File: config.mk
export PLATFORM = sky130hd
export DESIGN_NAME = spi_dac_mc
export DESIGN_NICKNAME = d
export VERILOG_FILES = /design/src/rtl/spi_dac_mc.sv
export SDC_FILE = /design/constraint.sdc
export NUM_CORES = 1
export LEC_CHECK = 0
export ABC_AREA = 1
export BUFFER_PORTS_ARGS = -buffer_cell sky130_fd_sc_hd__buf_4
export CORE_ASPECT_RATIO = 0.8
export CORE_MARGIN = 3
export CORE_UTILIZATION = 45
export CTS_BUF_LIST = sky130_fd_sc_hd__clkbuf_8
export CTS_CLUSTER_DIAMETER = 60
export DETAILED_ROUTE_END_ITERATION = 10
export PLACE_DENSITY_LB_ADDON = 0.08
export RECOVER_POWER = 100
export SLEW_MARGIN = 5
export SYNTH_ARGS = -nofsm -noshare
export SYNTH_HDL_FRONTEND = slang
export SYNTH_SLANG_ARGS = --single-unit
File: constraint.sdc
create_clock -name clk -period 1.85 [get_ports clk]
set_clock_uncertainty 0.1 [all_clocks]
set_input_delay 0.185 -clock clk [delete_from_list [all_inputs] [get_ports clk]]
set_output_delay 0.185 -clock clk [all_outputs]
set_load 0.01 [all_outputs]
File: src/rtl/spi_dac_mc.sv
// spi_dac_mc: multi-channel SPI master for 24-bit serial DACs sharing one SCLK/SDO bus,
// with per-channel request latching, round-robin arbitration and an enforced inter-frame gap.
module spi_dac_mc #(
    parameter int BITS      = 24,
    parameter int NCH       = 2,
    parameter int DIV       = 2,
    parameter int GAP       = 4,
    parameter bit SCLK_IDLE = 1'b1
) (
    input  logic                clk,
    input  logic                reset_n,
    input  logic [NCH*BITS-1:0] in,
    input  logic [NCH-1:0]      go,
    output logic                busy,
    output logic [NCH-1:0]      done,
    output logic [NCH-1:0]      SS_n,
    output logic                SCLK,
    output logic                SDO
);
    localparam int PW = NCH > 1 ? $clog2(NCH) : 1;
    localparam int DW = DIV > 1 ? $clog2(DIV) : 1;
    localparam int BW = $clog2(BITS + 1);
    localparam int GW = GAP > 1 ? $clog2(GAP) : 1;
    typedef enum logic [1:0] {ST_IDLE, ST_SHIFT, ST_GAP} state_t;
    state_t          state, state_nx;
    logic [NCH-1:0]  pending, req, rot;
    logic [BITS-1:0] hold [NCH];
    logic [BITS-1:0] sh;
    logic [PW-1:0]   ptr, cur, win, ofs;
    logic [PW:0]     sum;
    logic            found, half, bit_end, last_bit, gap_end, start;
    logic [DW-1:0]   div;
    logic [BW-1:0]   bitcnt;
    logic [GW-1:0]   gcnt;

    assign req = pending | go;

    // rotate requests so the search starts at ptr, then map the offset back to a channel
    always_comb begin
        rot   = NCH'({req, req} >> ptr);
        found = 1'b0;
        ofs   = '0;
        for (int i = NCH - 1; i >= 0; i--) begin
            if (rot[i]) begin
                found = 1'b1;
                ofs   = PW'(i);
            end
        end
        sum = {1'b0, ptr} + {1'b0, ofs};
        win = sum >= (PW+1)'(NCH) ? PW'(sum - (PW+1)'(NCH)) : PW'(sum);
    end

    assign bit_end  = state == ST_SHIFT && half && div == DW'(DIV - 1);
    assign last_bit = bit_end && bitcnt == BW'(BITS - 1);
    assign gap_end  = state == ST_GAP && gcnt == GW'(GAP - 1);
    assign start    = found && (state == ST_IDLE || gap_end);

    always_ff @(posedge clk or negedge reset_n) begin
        if (!reset_n) state <= ST_IDLE;
        else          state <= state_nx;
    end

    always_comb begin
        state_nx = start ? ST_SHIFT : last_bit ? ST_GAP : gap_end ? ST_IDLE : state;
    end

    always_comb begin
        SS_n = state == ST_SHIFT ? ~(NCH'(1) << cur) : '1;
        SCLK = state == ST_SHIFT ? ~half : SCLK_IDLE;
        SDO  = state == ST_SHIFT && sh[BITS-1];
    end

    always_ff @(posedge clk or negedge reset_n) begin
        if (!reset_n) begin
            pending <= '0;
            for (int c = 0; c < NCH; c++) hold[c] <= '0;
            sh      <= '0;
            ptr     <= '0;
            cur     <= '0;
            div     <= '0;
            half    <= 1'b0;
            bitcnt  <= '0;
            gcnt    <= '0;
            done    <= '0;
            busy    <= 1'b0;
        end else begin
            for (int c = 0; c < NCH; c++)
                if (go[c]) hold[c] <= in[c*BITS +: BITS];
            pending <= req & ~(start ? NCH'(1) << win : '0);
            done    <= last_bit ? NCH'(1) << cur : '0;
            busy    <= state != ST_IDLE || |req;
            gcnt    <= gap_end || state != ST_GAP ? '0 : gcnt + 1'b1;
            if (start) begin
                // a go on the winner in this same cycle carries the newest data
                sh     <= go[win] ? in[win*BITS +: BITS] : hold[win];
                cur    <= win;
                ptr    <= win == PW'(NCH - 1) ? '0 : win + 1'b1;
                div    <= '0;
                half   <= 1'b0;
                bitcnt <= '0;
            end else if (state == ST_SHIFT) begin
                div <= div == DW'(DIV - 1) ? '0 : div + 1'b1;
                if (div == DW'(DIV - 1)) half <= ~half;
                if (bit_end) begin
                    sh     <= sh << 1;
                    bitcnt <= bitcnt + 1'b1;
                end
            end
        end
    end
endmodule

==> results.rst, run 1 <==
.. list-table::
   :header-rows: 1

   * - Metric
     - Value
   * - Syn Inst Count
     - 626
   * - FF-to-FF path depth
     - 9
   * - Cell types with the highest counts after synthesis
     - nand2_1 (161), inv_1 (104), nand3_1 (100)
   * - Source of the worst register-to-register timing path
     - gcnt[0]
   * - Most used standard cell by instance count after synthesis
     - nand2_1
   * - Cell class contributing the biggest share of worst-path delay
     - buffers and inverters
   * - Internal power component
     - 3.04 mW
   * - Number of antenna repair diodes
     - 0
   * - Detailed Route Iter0 Violations
     - 281
   * - Max stage delay cell, worst path
     - dfrtp_1
   * - Layout net count
     - 767
   * - Total leakage power
     - 3.13 nW
   * - Syn nets
     - 680
   * - Sequential cell area fraction in the yosys report
     - 0.476
   * - Num CTS Buffers
     - 9
   * - Net switching power figure
     - 1.20 mW
   * - Arrival time of data at the critical path endpoint
     - 1.87 ns
   * - Endpoints failing hold
     - 0
   * - Post-DR vias/cell
     - 4.91
   * - End point of the critical path
     - pending[1]
   * - Place WS
     - 0.0369 ns
   * - CTS tree
     - done
   * - Final count of pins violating max slew
     - 0
   * - CP most frequent cell
     - inv_1
   * - Highest net fanout along the worst path
     - 28
   * - Root buffer cell
     - clkbuf_8
   * - Area inside the core boundary
     - 9930 um^2
   * - Longest Clk Path Bufs
     - 2
   * - Number of synthesized flops with an enable pin
     - 0
   * - Power Dens Cells
     - 728 nW/um^2
   * - Synth Cell Area
     - 4730 um^2
   * - RSZ-0062 raised after global routing
     - yes
   * - Total die area
     - 11800 um^2
   * - Global-route track usage on met1
     - 0.287
   * - Number of clock sinks
     - 90
   * - Worst setup path start
     - gcnt[0]
   * - Most frequently used flop master after synthesis
     - dfrtp_1
   * - Worst Path Buf+Inv
     - 4
   * - Ratio of cells with drive above 1 in the final layout
     - 0.145
   * - Final instance count without filler cells
     - 852
   * - Top-level port count
     - 59
   * - Biggest area contributors in the synthesized netlist
     - dfrtp_1 (48%), nand2_1 (13%), nand3_1 (11%)
   * - Vias in the first global route
     - 4200
   * - Area fraction of the dominant cell type after synthesis
     - 0.476
   * - Detailed placement HPWL
     - 7550 um
   * - Global-route wire length before repair
     - 20000 um
   * - Total setup violations reported at the end of the flow
     - 0
   * - Number of cells on the critical path
     - 9
   * - Pin count of the biggest net entering global routing
     - 48
   * - Period minus WS final
     - 1.73 ns
   * - Async set or reset register ratio after synthesis
     - 1.00
   * - Number of buffers added on ports
     - 58
   * - Average footprint of a synthesized cell
     - 7.56 um^2
   * - Routability cong.
     - 0.774
   * - Slowest Stage Delay on Critical Path
     - 0.37 ns
   * - Layout area overhead
     - 23.2%
   * - Outcome
     - finished, final reports clean
   * - Post-layout instance area
     - 5830 um^2
   * - Clk_lat worst skew
     - 0.36 ns
   * - Smallest setup slack after layout
     - 0.123 ns
   * - H-tree levels
     - 3
   * - Part of the cycle the worst path needs
     - 0.933
   * - Max_cap viols
     - 0
   * - Met2 usage
     - 0.331
   * - Distinct cell type count after synthesis
     - 30
   * - Horizontal die dimension
     - 121 um
   * - Initial antenna violation count
     - 0
   * - Startpoint class of the critical path
     - flop
   * - Worst min-delay path category
     - primary input to flop
   * - Flops & latches, synth
     - 90
   * - Slew headroom
     - 0.310
   * - Register-to-register setup slack
     - 0.12 ns
   * - Setup CP Type
     - flop to flop
   * - Net switching fraction of the power
     - 0.283
   * - Met3 Use GR
     - 0.0431
   * - Overall routing resource usage
     - 0.206
   * - Instance area after placement
     - 5290 um^2
   * - Die Y-Extent
     - 97.7 um
   * - Layer with the highest usage
     - met2
   * - Post-synth top area cell
     - dfrtp_1
   * - Combinational fraction of design power
     - 0.183
   * - Critical path, cell by cell
     - ha_1, inv_1, a21oi_2, nand2_2, inv_2, buf_12, nand2_1, o21ai_0, inv_1
   * - Worst endpoint required time
     - 1.99 ns
   * - Routed wire length per instance
     - 13.4 um
   * - Clock network fraction of design power
     - 0.274
   * - Kind of end point of the critical path
     - flop
   * - Residual antenna-violating net count after detailed routing
     - 0
   * - Routed vias
     - 4183
   * - Clock transition at the registers of the reported paths
     - 0.09 ns
   * - Worst vdd rail ir drop
     - 0.000406 V
   * - Effective utilization at floorplan
     - 0.476
   * - Measured slew at the worst slew-check pin
     - 1.04 ns
   * - Number of setup buffers added after CTS
     - 0
   * - Remaining routing DRC violations
     - 0
   * - Length of the first detailed-routing pass in iterations
     - 4
   * - Worst r2r dst
     - pending[1]
   * - Aggregate routed wire length
     - 11400 um
   * - Maximum clock frequency
     - 0.579 GHz
   * - Sequential power share
     - 0.544
   * - Placed Instances
     - 798
   * - Ys Warns
     - 0
   * - Number of standard-cell rows in the floorplan
     - 32
   * - Remaining global-route overflow
     - 0
[cell type report]
cell class                      count  area (um^2)
Fill cell                         963         4100
Sequential cell                    90         2250
Multi-Input combinational cell    392         1840
Timing Repair Buffer              114         1000
Inverter                          106          400
Tap cell                          136          170
Clock buffer                       10          138
Clock inverter                      4         20.0
[worst min path at each step]
stage	startpoint	end	slack, ns	depth (start not counted)
global placement	reset_n	hold[29]	0.11	1
finish	in[22]	hold[46]	0.01	3
CTS	in[22]	hold[46]	0.002	3
floorplan	reset_n	bitcnt[0]	-0.21	0
global route	in[47]	hold[23]	0.02	3
detailed placement	reset_n	hold[29]	0.10	1
[power groups by stage]
stage                     clock network, mW  logic (mW)  registers, mW
after CTS                              1.21       0.793           2.30
after floorplan                           0       0.491           2.30
after global placement                    0       0.695           2.34
after global routing                   1.27       0.903           2.33
after detailed placement                  0       0.723           2.34
final                                  1.16       0.775           2.30
[flip-flops by register name, summed over array words and instances (netlist names), 2 cells and up]
signal   cells
bitcnt       5
state        2
gcnt         2
pending      2
done         2
sh          24
hold        48
[routing by layer]
metal,wire length [um],up-vias
li1,-,2134
met1,5610,1964
met2,5220,74
met3,431,11
met4,131,0
met5,0,-
[cells by family (layout without fill, tap and decap cells)]
family                     count (synthesis)  count (layout)  share of synthesized area
adders and majority gates                  2               2                    0.00529
xor gates and xnor gates                   1               1                    0.00185
buffers and inverters                    144             234                      0.135
and+or+nand+nor                          307             307                      0.285
DFF                                       90              90                      0.476
AOI/OAI and AO/OA                         81              81                     0.0942
muxes                                      1               1                    0.00238
[through the flow]
| step | hold slack (ns) | total power [mW] | utilization | TNS [ns] |
|---|---|---|---|---|
| 2_1_floorplan | -0.211 | 2.80 | - | 0 |
| 3_3_place_gp | 0.107 | 3.03 | 0.533 | 0 |
| 3_5_place_dp | 0.100 | 3.06 | 0.533 | 0 |
| 4_1_cts | 0.00196 | 4.30 | 0.589 | 0 |
| 5_1_grt | 0.0242 | 4.51 | 0.587 | -0.222 |
| 6_report | 0.0119 | 4.24 | 0.587 | 0 |
[cells in the final DEF (no fill, tap or decap), types with 4 or more instances in the layout]
master / netlist / layout
a21oi_1: 29 / 28
buf_12: 0 / 5
buf_4: 5 / 40
clkbuf_2: 0 / 4
clkbuf_4: 0 / 24
clkbuf_8: 0 / 10
clkinv_2: 0 / 4
dfrtp_1: 90 / 90
dlygate4sd3_1: 0 / 40
inv_1: 104 / 103
nand2_1: 161 / 161
nand2_2: 4 / 4
nand3_1: 100 / 100
nor2_1: 29 / 29
o21ai_0: 28 / 28
o22ai_1: 23 / 23
[repair_timing]
| item | 4_1_cts | 5_1_grt |
|---|---|---|
| gates resized for setup | 0 | 2 |
| endpoints found under the hold margin | 74 | 0 |
| setup endpoints to repair | 0 | 25 |
| hold buffers | 40 | 0 |
[worst min-delay path, cell delays in order]
cell	delay (ns)
buf_4	0.11
inv_1	0.06
o21ai_0	0.07
Power figures use the tool's default switching activity.
==> run 2, diff against run 1 <==
--- a/config.mk
+++ b/config.mk
@@ -7,7 +7,7 @@
 export LEC_CHECK = 0
 export ABC_AREA = 1
 export BUFFER_PORTS_ARGS = -buffer_cell sky130_fd_sc_hd__buf_4
-export CORE_ASPECT_RATIO = 0.8
+export CORE_ASPECT_RATIO = 0.7
 export CORE_MARGIN = 3
 export CORE_UTILIZATION = 45
 export CTS_BUF_LIST = sky130_fd_sc_hd__clkbuf_8
@@ -15,6 +15,7 @@
 export DETAILED_ROUTE_END_ITERATION = 10
 export PLACE_DENSITY_LB_ADDON = 0.08
 export RECOVER_POWER = 100
+export REMOVE_ABC_BUFFERS = 1
 export SLEW_MARGIN = 5
 export SYNTH_ARGS = -nofsm -noshare
 export SYNTH_HDL_FRONTEND = slang
==> run 2 against run 1 <==
Net effect:
- cell count increased by 0.47%
- via count increased by 0.48%
- critical path depth decreased by 5
- non-clock buffer count increased by 10
- clock-buffer cell count increased by 1
- fmax decreased by 0.13%
- first-iteration DRC count decreased by 11%
- utilization increased by 0.11 points
==> results.rst, run 2 (synthesis gave the netlist of run 1 again) <==
.. list-table::
   :header-rows: 1

   * - Metric
     - Value
   * - Outcome
     - finished, final reports clean
   * - Layout net count
     - 777
   * - Length of the first detailed-routing pass in iterations
     - 5
   * - Global-route track usage on met1
     - 0.295
   * - Source of the worst register-to-register timing path
     - pending[1]
   * - Period minus WS final
     - 1.73 ns
   * - Number of antenna repair diodes
     - 0
   * - Kind of end point of the critical path
     - output pin
   * - Part of the cycle the worst path needs
     - 0.935
   * - Endpoints failing hold
     - 0
   * - Overall routing resource usage
     - 0.210
   * - Area inside the core boundary
     - 9950 um^2
   * - Post-DR vias/cell
     - 4.91
   * - Worst endpoint required time
     - 1.56 ns
   * - Remaining routing DRC violations
     - 0
   * - Registers with the most flip-flops
     - hold: 48 flops, sh: 24 flops, bitcnt: 5 flops
   * - Setup CP Type
     - flop to output pin
   * - Number of standard-cell rows in the floorplan
     - 30
   * - Slew headroom
     - 0.324
   * - Vias in the first global route
     - 4186
   * - Residual antenna-violating net count after detailed routing
     - 0
   * - Number of buffers added on ports
     - 58
   * - Global-route wire length before repair
     - 20000 um
   * - Worst vdd rail ir drop
     - 0.000642 V
   * - Power Dens Cells
     - 760 nW/um^2
   * - CTS tree
     - done
   * - Longest Clk Path Bufs
     - 2
   * - Commonest non-fill, non-tap cells in the layout
     - nand2_1 (162), inv_1 (106), nand3_1 (100)
   * - Effective utilization at floorplan
     - 0.476
   * - Num CTS Buffers
     - 9
   * - Total die area
     - 11800 um^2
   * - Total setup violations reported at the end of the flow
     - 0
   * - Top-level port count
     - 59
   * - Number of setup buffers added after CTS
     - 0
   * - H-tree levels
     - 3
   * - Detailed Route Iter0 Violations
     - 250
   * - Largest register by flop count
     - hold
   * - Place WS
     - 0.168 ns
   * - Final instance count without filler cells
     - 856
   * - Placed Instances
     - 792
   * - Total leakage power
     - 3.16 nW
   * - Final count of pins violating max slew
     - 0
   * - Met2 usage
     - 0.334
   * - Utilization of the core after routing
     - 0.588
   * - Hold path startpoint
     - in[34]
   * - Initial antenna violation count
     - 0
   * - Ratio of cells with drive above 1 in the final layout
     - 0.129
   * - Root buffer cell
     - clkbuf_8
   * - Remaining global-route overflow
     - 0
   * - Clk_lat worst skew
     - 0.36 ns
   * - Worst setup path start
     - state[1]
   * - Commonest non-fill, non-tap cell in the layout
     - nand2_1
   * - Setup total negative slack
     - 0 ns
   * - Pin count of the biggest net entering global routing
     - 49
   * - Met3 Use GR
     - 0.0454
   * - Number of flip-flops in the largest register
     - 48
   * - Smallest setup slack after layout
     - 0.121 ns
   * - Max_cap viols
     - 0
   * - Highest net fanout along the worst path
     - 6
   * - Measured slew at the worst slew-check pin
     - 1.01 ns
   * - Die Y-Extent
     - 91.8 um
   * - Worst min-delay path category
     - primary input to flop
   * - Layout area overhead
     - 23.6%
   * - Layer with the highest usage
     - met2
   * - Horizontal die dimension
     - 129 um
   * - Number of clock sinks
     - 90
   * - Clock transition at the registers of the reported paths
     - 0.09 ns
   * - Routed vias
     - 4203
   * - Arrival time of data at the critical path endpoint
     - 1.44 ns
   * - Routability cong.
     - 0.778
   * - Maximum clock frequency
     - 0.578 GHz
   * - Aggregate routed wire length
     - 11600 um
   * - Detailed placement HPWL
     - 7610 um
   * - RSZ-0062 raised after global routing
     - no
   * - Startpoint class of the critical path
     - flop
   * - Routed wire length per instance
     - 13.6 um
-- run 2: cell types whose count changed in the layout (fill, tap and decap cells not counted), moves of 2 or more --
| cell | change |
|---|---|
| inv_1 | +3 |
| dlygate4sd3_1 | +8 |
| clkinv_2 | -3 |
| buf_4 | +19 |
| nor2_1 | +2 |
| clkbuf_1 | +7 |
| buf_12 | -5 |
| clkbuf_4 | -21 |
-- run 2: what timing repair did --
item                       in CTS  in global routing
gates resized for setup         0                  1
hold buffers                   48                  0
hold endpoints to repair       75                  0
setup endpoints to repair       0                  9
-- run 2: power breakdown --
group / total (mW) / internal, mW / switching (mW) / leakage [nW]
combinational: 0.774 / 0.358 / 0.416 / 1.97
clock: 1.36 / 0.683 / 0.676 / 0.113
sequential: 2.31 / 2.18 / 0.134 / 1.07
-- run 2: layout make-up --
class | instances | area, um^2
clock inverter | 5 | 46.3
tap | 128 | 160
timing repair buffer | 124 | 1010
inverter | 106 | 400
clock buffer | 11 | 151
sequential | 90 | 2250
multi-input combinational | 392 | 1830
fill | 959 | 4100
-- run 2: metrics by stage --
| stage | hold slack [ns] | cell area, um^2 | power (mW) |
|---|---|---|---|
| 3_3_place_gp | 0.0639 | 5250 | 3.03 |
| 5_1_grt | 0.0122 | 5850 | 4.73 |
| 3_5_place_dp | 0.0689 | 5250 | 3.06 |
| 6_report | 0.0170 | 5850 | 4.44 |
| 2_1_floorplan | -0.211 | 4490 | 2.75 |
| 4_1_cts | 0.00929 | 5920 | 4.50 |
-- run 2: final timing paths --
check,to,slack [ns],depth (start not counted)
setup reg to reg,sh[0],0.17,9
max in group asynchronous,hold[24],0.22,3
hold reg to reg,gcnt[0],0.35,1
min in group asynchronous,hold[6],0.36,2
setup / recovery,SCLK,0.12,4
hold / removal,hold[10],0.02,3
-- run 2: routing by layer --
layer  vias up  wire [um]
li1       2164          -
met1      1914       5650
met2       120       5130
met3         5        766
met4         0         67
met5         -          0
-- run 2: critical path: stages (launching register included) --
cell and delay (ns):
dfrtp_1 0.46, nor2_4 0.18, clkbuf_1 0.21, nand2_1 0.08
clkbuf_4 0.15
